--- config.mk ---
export PLATFORM = sky130hd
export DESIGN_NAME = upsample_flat
export DESIGN_NICKNAME = d
export VERILOG_FILES = /design/src/rtl/upsample_pkg.sv /design/src/rtl/upsample_if.sv /design/src/rtl/upsample_interp_lane.sv /design/src/rtl/upsample.sv /design/src/flat_wrapper.sv
export SDC_FILE = /design/constraint.sdc
export NUM_CORES = 2
export LEC_CHECK = 0
export CELL_PAD_IN_SITES_DETAIL_PLACEMENT = 1
export CELL_PAD_IN_SITES_GLOBAL_PLACEMENT = 1
export CORE_MARGIN = 2
export CORE_UTILIZATION = 51
export DETAILED_ROUTE_END_ITERATION = 8
export GPL_ROUTABILITY_DRIVEN = 0
export PLACE_DENSITY = 0.82
export SLEW_MARGIN = 30
export SYNTH_ARGS = -nofsm -noshare
export SYNTH_HDL_FRONTEND = slang
export SYNTH_SLANG_ARGS = --single-unit
export TNS_END_PERCENT = 20
--- constraint.sdc ---
create_clock -name s00_axis_aclk -period 7.01 [get_ports s00_axis_aclk]
set_input_delay 1.402 -clock s00_axis_aclk [delete_from_list [all_inputs] [get_ports s00_axis_aclk]]
set_output_delay 1.402 -clock s00_axis_aclk [all_outputs]
set_load 0.01 [all_outputs]
--- src/rtl/upsample_pkg.sv ---
// upsample_pkg: shared types and constants for the 20 -> 122.88 MSPS upsampler.
package upsample_pkg;

    localparam int LANE_W = 16;

    typedef struct packed {
        logic signed [LANE_W-1:0] i;
        logic signed [LANE_W-1:0] q;
    } iq_t;

    typedef enum logic [1:0] {EMPTY, PRIME, RUN} state_t;

    // 64-bit so that small output rates (large scales) still fit.
    function automatic logic [63:0] mu_scale(input int rate_out, input int frac_bits);
        return (64'd1 << (32 + frac_bits)) / 64'(rate_out);
    endfunction

endpackage

--- src/rtl/upsample_if.sv ---
// upsample_if: AXI-Stream valid/ready/data bundle used on both sides of the upsampler.
interface upsample_if
    import upsample_pkg::*;
#(
    parameter int DW = $bits(iq_t)
);
    logic          tvalid;
    logic          tready;
    logic [DW-1:0] tdata;

    modport master (output tvalid, output tdata, input tready);
    modport slave  (input tvalid, input tdata, output tready);
endinterface

--- src/rtl/upsample_interp_lane.sv ---
// interp_lane: one signed lane of x0 + round((x1 - x0) * mu), three enabled stages.
module interp_lane
    import upsample_pkg::*;
#(
    parameter int FRAC_BITS = 16
) (
    input  logic                     clk,
    input  logic                     rst_n,
    input  logic                     en,
    input  logic signed [LANE_W-1:0] x0,
    input  logic signed [LANE_W-1:0] x1,
    input  logic [FRAC_BITS-1:0]     mu,
    output logic signed [LANE_W-1:0] y
);

    localparam int PW = LANE_W + 2 + FRAC_BITS;
    localparam logic signed [PW-1:0] RND = PW'(2 ** (FRAC_BITS - 1));

    logic signed [LANE_W:0]   d_q, d_d;
    logic [FRAC_BITS-1:0]     mu_q;
    logic signed [LANE_W-1:0] x0_s1_q, x0_s2_q, y_q, y_d;
    logic signed [PW-1:0]     p_q, p_d;

    always_comb begin
        d_d = (LANE_W + 1)'(x1) - (LANE_W + 1)'(x0);
        p_d = PW'(d_q) * PW'($signed({1'b0, mu_q}));
        y_d = LANE_W'(PW'(x0_s2_q) + ((p_q + RND) >>> FRAC_BITS));
    end

    always_ff @(posedge clk or negedge rst_n) begin
        if (!rst_n) begin
            d_q     <= '0;
            mu_q    <= '0;
            x0_s1_q <= '0;
            p_q     <= '0;
            x0_s2_q <= '0;
            y_q     <= '0;
        end else if (en) begin
            d_q     <= d_d;
            mu_q    <= mu;
            x0_s1_q <= x0;
            p_q     <= p_d;
            x0_s2_q <= x0_s1_q;
            y_q     <= y_d;
        end
    end

    assign y = y_q;

endmodule

--- src/rtl/upsample.sv ---
// upsample: fractional-rate linear-interpolating I/Q upsampler driven by an exact phase accumulator.
module upsample
    import upsample_pkg::*;
#(
    parameter int SAMPLE_RATE_IN         = 20_000,
    parameter int SAMPLE_RATE_OUT        = 122_880,
    parameter int C_S00_AXIS_TDATA_WIDTH = 32,
    parameter int C_M00_AXIS_TDATA_WIDTH = 32,
    parameter int FRAC_BITS              = 16
) (
    input  logic      s00_axis_aclk,
    input  logic      s00_axis_aresetn,
    upsample_if.slave  s00_axis,
    upsample_if.master m00_axis
);

    localparam int PW = $clog2(SAMPLE_RATE_OUT) + 1;
    localparam logic [PW-1:0] RATE_IN  = PW'(SAMPLE_RATE_IN);
    localparam logic [PW-1:0] RATE_OUT = PW'(SAMPLE_RATE_OUT);
    localparam logic [63:0]   MU_SCALE = mu_scale(SAMPLE_RATE_OUT, FRAC_BITS);

    state_t                   state_q, state_d;
    logic [PW-1:0]            phase_q, phase_d, pn;
    iq_t                      x0_q, x0_d, x1_q, x1_d, in_iq;
    logic [2:0]               vld_q, vld_d;
    logic                     en, ready, emit;
    logic [FRAC_BITS-1:0]     mu;
    logic signed [LANE_W-1:0] y_i, y_q;

    assign en    = ~vld_q[2] | m00_axis.tready;
    assign in_iq = s00_axis.tdata[C_S00_AXIS_TDATA_WIDTH-1 -: $bits(iq_t)];
    assign pn    = phase_q + RATE_IN;
    assign mu    = FRAC_BITS'(((PW + 64)'(phase_q) * (PW + 64)'(MU_SCALE)) >> 32);

    always_comb begin
        state_d = state_q;
        phase_d = phase_q;
        x0_d    = x0_q;
        x1_d    = x1_q;
        ready   = 1'b0;
        emit    = 1'b0;
        if (en) begin
            case (state_q)
                EMPTY: begin
                    ready = 1'b1;
                    if (s00_axis.tvalid) begin
                        x0_d    = in_iq;
                        state_d = PRIME;
                    end
                end
                PRIME: begin
                    ready = 1'b1;
                    if (s00_axis.tvalid) begin
                        x1_d    = in_iq;
                        phase_d = '0;
                        state_d = RUN;
                    end
                end
                default: begin
                    // Crossing into the next input interval needs a fresh sample; otherwise a bubble.
                    if (pn < RATE_OUT) begin
                        emit    = 1'b1;
                        phase_d = pn;
                    end else begin
                        ready = 1'b1;
                        if (s00_axis.tvalid) begin
                            emit    = 1'b1;
                            x0_d    = x1_q;
                            x1_d    = in_iq;
                            phase_d = pn - RATE_OUT;
                        end
                    end
                end
            endcase
        end
        vld_d = en ? {vld_q[1:0], emit} : vld_q;
    end

    always_ff @(posedge s00_axis_aclk or negedge s00_axis_aresetn) begin
        if (!s00_axis_aresetn) begin
            state_q <= EMPTY;
            phase_q <= '0;
            x0_q    <= '0;
            x1_q    <= '0;
            vld_q   <= '0;
        end else begin
            state_q <= state_d;
            phase_q <= phase_d;
            x0_q    <= x0_d;
            x1_q    <= x1_d;
            vld_q   <= vld_d;
        end
    end

    interp_lane #(.FRAC_BITS(FRAC_BITS)) u_lane_i (
        .clk   (s00_axis_aclk),
        .rst_n (s00_axis_aresetn),
        .en    (en),
        .x0    (x0_q.i),
        .x1    (x1_q.i),
        .mu    (mu),
        .y     (y_i)
    );

    interp_lane #(.FRAC_BITS(FRAC_BITS)) u_lane_q (
        .clk   (s00_axis_aclk),
        .rst_n (s00_axis_aresetn),
        .en    (en),
        .x0    (x0_q.q),
        .x1    (x1_q.q),
        .mu    (mu),
        .y     (y_q)
    );

    assign s00_axis.tready = ready & s00_axis_aresetn;
    assign m00_axis.tvalid = vld_q[2];
    assign m00_axis.tdata  = C_M00_AXIS_TDATA_WIDTH'({y_i, y_q});

endmodule

--- src/flat_wrapper.sv ---
// flat-port wrapper written by rule: the top's interface ports become plain ports
module upsample_flat import upsample_pkg::*;
#(
    parameter int SAMPLE_RATE_IN         = 20_000,
    parameter int SAMPLE_RATE_OUT        = 122_880,
    parameter int C_S00_AXIS_TDATA_WIDTH = 32,
    parameter int C_M00_AXIS_TDATA_WIDTH = 32,
    parameter int FRAC_BITS              = 16
)
  (s00_axis_aclk, s00_axis_aresetn, s00_axis_tvalid, s00_axis_tdata, s00_axis_tready, m00_axis_tvalid, m00_axis_tdata, m00_axis_tready);
  upsample_if #(.DW(32)) s00_axis_i ();
  upsample_if #(.DW(32)) m00_axis_i ();
  input  logic s00_axis_aclk;
  input  logic s00_axis_aresetn;
  input wire logic [$bits(s00_axis_i.tvalid)-1:0] s00_axis_tvalid;
  input wire logic [$bits(s00_axis_i.tdata)-1:0] s00_axis_tdata;
  output wire logic [$bits(s00_axis_i.tready)-1:0] s00_axis_tready;
  output wire logic [$bits(m00_axis_i.tvalid)-1:0] m00_axis_tvalid;
  output wire logic [$bits(m00_axis_i.tdata)-1:0] m00_axis_tdata;
  input wire logic [$bits(m00_axis_i.tready)-1:0] m00_axis_tready;
  assign s00_axis_i.tvalid = s00_axis_tvalid;
  assign s00_axis_i.tdata = s00_axis_tdata;
  assign s00_axis_tready = s00_axis_i.tready;
  assign m00_axis_tvalid = m00_axis_i.tvalid;
  assign m00_axis_tdata = m00_axis_i.tdata;
  assign m00_axis_i.tready = m00_axis_tready;
  upsample #(.SAMPLE_RATE_IN(SAMPLE_RATE_IN), .SAMPLE_RATE_OUT(SAMPLE_RATE_OUT), .C_S00_AXIS_TDATA_WIDTH(C_S00_AXIS_TDATA_WIDTH), .C_M00_AXIS_TDATA_WIDTH(C_M00_AXIS_TDATA_WIDTH), .FRAC_BITS(FRAC_BITS)) u_core (.s00_axis_aclk(s00_axis_aclk), .s00_axis_aresetn(s00_axis_aresetn), .s00_axis(s00_axis_i), .m00_axis(m00_axis_i));
endmodule
# [Word level (Yosys, flattened, before mapping)]
# Cells that the tools add are included.
# Widths: inputs -> output; s select.
[word_totals] wordCells=68 out_inout_bits=34 input_bits=36 regBits=297
[op_classes] reduce_logical=8 mul=3 n_eq_ne=5 mux=20 n_addsub=8 n_lt_le_gt_ge=1 bitwise_logic=5
[op_table] op="$mux 32" count=5
[op_table] op="$pmux 32 s2" count=2
[op_table] op="$add 32x17->32 const B" count=2
[op_table] op="$mul 17x17->32" count=2
[op_table] op="$mux 18" count=3
[op_table] op="$mul 18x29->45 const B" count=1
[op_table] op="$pmux 18 s2" count=1
[op_table] op="$sub 16x16->17" count=2
[op_table] op="$add 16x16->16" count=2
[op_table] op="$add 18x15->18 const B" count=1
[op_table] op="$lt 18x17->1 const B" count=1
[op_table] op="$sub 18x17->18 const B" count=1
[op_table] op="$ne 2x2->1 const B" count=4
[op_table] op="$reduce_and 4->1" count=2
[op_table] op="$mux 1" count=6
[op_table] op="$reduce_and 5->1" count=1
[op_table] op="$mux 2" count=2
[op_table] op="$pmux 2 s2" count=1
[op_table] op="$reduce_bool 2->1" count=2
[op_table] op="$not 1->1" count=3
[op_table] op="$reduce_and 3->1" count=1
[op_table] op="$eq 2x1->1 const B" count=1
[op_table] op="$logic_not 2->1" count=1
[op_table] op="$reduce_or 2->1" count=1
[op_table] op="other kinds (2)" count=2

# [Logic depth before layout (Yosys ltp)]
[logic_depth] depth_word=6 depth_mapped=26 mapped_depth_nobuf=24

# [Cells and area by module]
# From an unflattened synthesis, not the netlist that was laid out.
[unflattened] cells_unflattened=3675 area_unflattened_um2=36316.1
[modules_own_cells] mod="interp_lane at u_core.u_lane_i" seq_area_each_um2=2452.4 area_per_inst_um2=15072.0 instances=1 cells_per_inst=1562
[modules_own_cells] mod="interp_lane at u_core.u_lane_q" seq_area_each_um2=2452.4 area_per_inst_um2=14853.0 instances=1 cells_per_inst=1521
[modules_own_cells] mod="upsample" seq_area_each_um2=2052.0 area_per_inst_um2=6391.1 instances=1 cells_per_inst=592

# [Least setup slack after synthesis]
# OpenSTA, ideal clock, no wires.
[synth_path] kind="reg-to-reg" start="reg, netlist name u_core.u_lane_i.mu_q[8]" end="reg u_core.u_lane_q.p_q[31]" n_path_buf=2 path_stages_with_launch=24 t_required_ps=6928 synth_period_minus_slack_ps=6074 path_slack_ps=936 arrival_ps=5992 setup_ps=82 cell_sequence="dfrtp_1 -> clkbuf_1 -> clkbuf_1 -> nand2_1 -> fa_1 -> inv_1 -> fa_1 -> fa_1 -> fa_1 -> fa_1 -> inv_1 -> fa_1 -> inv_1 -> ha_1 -> a21o_1 -> a211oi_2 -> nand3_1 -> a21oi_1 -> a211o_1 -> a21oi_1 -> nor4_2 -> nor3b_1 -> or3_1 -> a31oi_1"
[synth_lines] element="end signal, assigned" line="upsample_interp_lane.sv:42" source="p_q <= p_d;"
[synth_lines] element="end, declared" line="upsample_interp_lane.sv:22" source="logic signed [PW-1:0] p_q, p_d;"

==> results.md <==
* Min-delay worst type: reg2reg
* Number of nets in the layout at 4670
* Synthesized instance count at roughly 3700
* Max stage delay cell, worst path: dfrtp_1
* Setup TNS at 0 ns
* Routed via count at 25700
* DRC Markers at 0
* Number of flops mapped to enable cells by yosys at 0
* Clock Tree Buf Depth at 3
* Die area at 69800 sq um
* Die height at 264 um
* Most used standard cell by instance count after synthesis: inv_1
* WP data arrival at between 7 and 8 ns
* Ports at 70
* Chip Width at roughly 260 um
* Predominant post-synthesis flop cell: dfrtp_1
* Total GRT Usage at 28.7%
* Initial antenna violation count at 1
* Setup violators final at 0
* Global-route wire length before repair at between 150 and 200 mm
* R2R Path Start: u_core.u_lane_i.mu_q[12]
* Reg clk slew, reported paths at 0.06 ns
* Drt total wl at between 90 and 100 mm
* # diodes at 0
* Synth warnings at 0
* Post-CTS setup buffer count at 0
* Max-slew violation count at 0
* Hold path depth at 2
* Routed vias/inst at 5.50
* Synthesis-to-layout area growth at 8.69%
* Vias in the first global route at about 29000
* Fraction of registers with async set/reset at 100%
* CTS Buf Count at 29
* Iter 0 DRT Violations at 1348
* Most frequent cells after synthesis: inv_1 (730), nand2_1 (576), fa_1 (551)
* Finished Core Util at 56.0%
* Fmax at 0.149 GHz
* Initial Utilization at 51.5%
* First drt pass iteration count at 6
* R2R Setup Slk at approximately 0.28 ns
* Final clock skew at 0.0121 ns
* Largest net degree at the start of global routing at 131
* Total grt overflow at 0
* Top cells by area, synth: fa_1 (32%), dfrtp_1 (19%), ha_1 (11%), inv_1 (7.9%), nand2_1 (6.3%)
* Outcome: finished clean
* CP max stage delay at around 0.60 ns
* WS Path Type: reg2reg
* Fillers at 7656
* H-tree lvl count at 1
* Core Region at 67000 sq um
* CP most frequent cell: fa_1
* Yosys top cell by area: fa_1
* Hold_sp: u_core.u_lane_q.y[0]
* DRT antenna net count at 0
* Path depth of the worst reg2reg path at 22
* Post-Syn Area at 34500 sq um
* Setup crit end kind: flip-flop
* Worst hold slack at 0.470 ns
* CTS sink count at 262
* Avg Inst Size Synth at 9.23 sq um
* Crit path launch type: flip-flop
* Worst-Skew Late Latency at 0.58 ns
* Post-synth cell types at between 70 and 80
* Critical Path RT at 7.51 ns
* Clock root buffer: clkbuf_16
* CP Max Fanout at 18
* TritonCTS clock tree: done
* Worst-path cell chain: buf_4 > buf_4 > nand2_1 > fa_1 > inv_1 > fa_1 > fa_1 > fa_1 > fa_1 > inv_1 > fa_1 > inv_1 > ha_1 > o21ai_0 > a21oi_1 > nor2_1 > a211o_1 > a21oi_1 > nor4_2 > nor3b_1 > o21ai_0 > a31oi_1
* Site row count at 95
* R2r endpoint: u_core.u_lane_q.p_q[31]
* IO Port Bufs at 69
* Layout cells sized above 1 at 4.23%
* Share of Yosys cell area claimed by the top area cell type at 32.0%
* Max Cap Viol at 0
* End point of the worst hold path: u_core.u_lane_q.y[0]
* Tcrit/Tclk final at 96.0%
* FF+latch count, synth at 262
* Avg WL per Cell at 20.6 um
* RSZ-0062 raised after global routing: no
* Least-Margin Pin Slew at 0.943 ns
* Final hold violation count at 0
* HPWL after DPL at 75.2 mm
* Relative slew margins at 37.2%
* Fin crit period at about 6.7 ns
* Register area share after synthesis at a little under a fifth
## how the worst max path moves through the flow
stage,startpoint,to,slack (ns),depth (start not counted)
after global placement,u_core.u_lane_i.mu_q[6],u_core.u_lane_i.p_q[31],0.41,21
after detailed placement,u_core.u_lane_i.mu_q[2],u_core.u_lane_i.p_q[31],0.18,21
after CTS,u_core.u_lane_i.mu_q[5],u_core.u_lane_i.p_q[31],0.02,20
after floorplan,u_core.u_lane_i.mu_q[8],u_core.u_lane_q.p_q[31],0.94,23
after global routing,u_core.u_lane_i.d_q[6],u_core.u_lane_i.p_q[31],0.02,21
final,u_core.u_lane_i.mu_q[12],u_core.u_lane_q.p_q[31],0.28,22
## state kept, by name, indices dropped and copies added, names as in the netlist
register	flops
u_core.x0_q	32
u_core.u_lane_i.d_q	17
u_core.u_lane_i.p_q	17
u_core.u_lane_i.x0_s1_q	16
u_core.u_lane_q.d_q	17
u_core.u_lane_q.x0_s2_q	16
u_core.x1_q	32
u_core.u_lane_q.y	16
u_core.u_lane_q.x0_s1_q	16
u_core.phase_q	13
u_core.u_lane_i.mu_q	16
u_core.vld_q	3
u_core.state_q	2
u_core.u_lane_q.p_q	17
u_core.u_lane_i.x0_s2_q	16
u_core.u_lane_i.y	16
## metal layers
metal | wire length (um) | track usage (%) | vias to the layer above | part of all wire [%]
met1 | 41400 | 38.3 | 13500 | 43
li1 | - | - | 11600 | -
met4 | 2330 | 7.42 | 0 | 2.4
met3 | 4630 | 3.88 | 159 | 4.8
met2 | 47800 | 49.5 | 536 | 50
met5 | 0 | 0 | - | 0
## cell usage in the layout, fill, tap and decap left out, types with 32 or more instances in the layout
master | netlist | routed
mux2i_1 | 32 | 32
xnor2_1 | 101 | 101
inv_1 | 730 | 730
dfrtp_1 | 262 | 257
nor2_1 | 116 | 115
and2_1 | 260 | 260
clkdlybuf4s50_1 | 0 | 68
nand3_1 | 45 | 45
fa_1 | 551 | 551
ha_1 | 301 | 301
nand2_1 | 576 | 575
xor2_1 | 55 | 55
o21ai_0 | 111 | 111
a21oi_1 | 134 | 134
buf_4 | 3 | 70
## kinds of logic (layout without fill, tap and decap cells)
group / after synthesis / after routing / share of synthesized area (%)
buffers and inverters: 876 / 926 / 9.60
XOR/XNOR: 156 / 156 / 3.96
AO/OA/AOI/OAI: 420 / 420 / 7.50
AND/OR/NAND/NOR: 1107 / 1107 / 15.0
multiplexers: 67 / 67 / 2.07
adder cells (fa/ha/maj): 852 / 852 / 42.9
other: 2 / 14 / 0.0218
flip-flops: 262 / 262 / 19.0
## area by class of cell
| cell class | instances | area [sq um] | area share, % |
|---|---|---|---|
| timing repair buffer | 143 | 1320 | 3.51 |
| multi-input combinational | 2616 | 24700 | 65.9 |
| clock buffer | 41 | 841 | 2.24 |
| inverter | 730 | 2740 | 7.30 |
| sequential | 262 | 6560 | 17.5 |
| clock inverter | 12 | 226 | 0.604 |
| tap | 873 | 1090 | 2.91 |
## critical path: cells and delay by family (launching register included)
kind / cells / cell delay, ns
simple gates: 4 / 0.68
buf+inv: 5 / 0.84
fa+ha+maj: 7 / 3.32
flops: 1 / 0.60
compound gates: 6 / 1.22
## metrics by stage
step	cells	area, sq um	setup WS [ns]
5_1_grt	4677	37500	0.0159
3_3_place_gp	4622	36400	0.413
4_1_cts	4676	37500	0.0170
2_1_floorplan	3754	34600	0.936
6_report	4677	37500	0.279
3_5_place_dp	4623	36400	0.177
## what timing repair did
action                                  in CTS  in global routing
hold buffers                                 0                  0
pin swaps                                    0                  0
resized for setup                            1                  6
endpoints found under the setup margin       1                  5
Power is left out: the tool's default activity adds up to more than one toggle a clock period on the data nets, which glitch-free logic cannot reach.
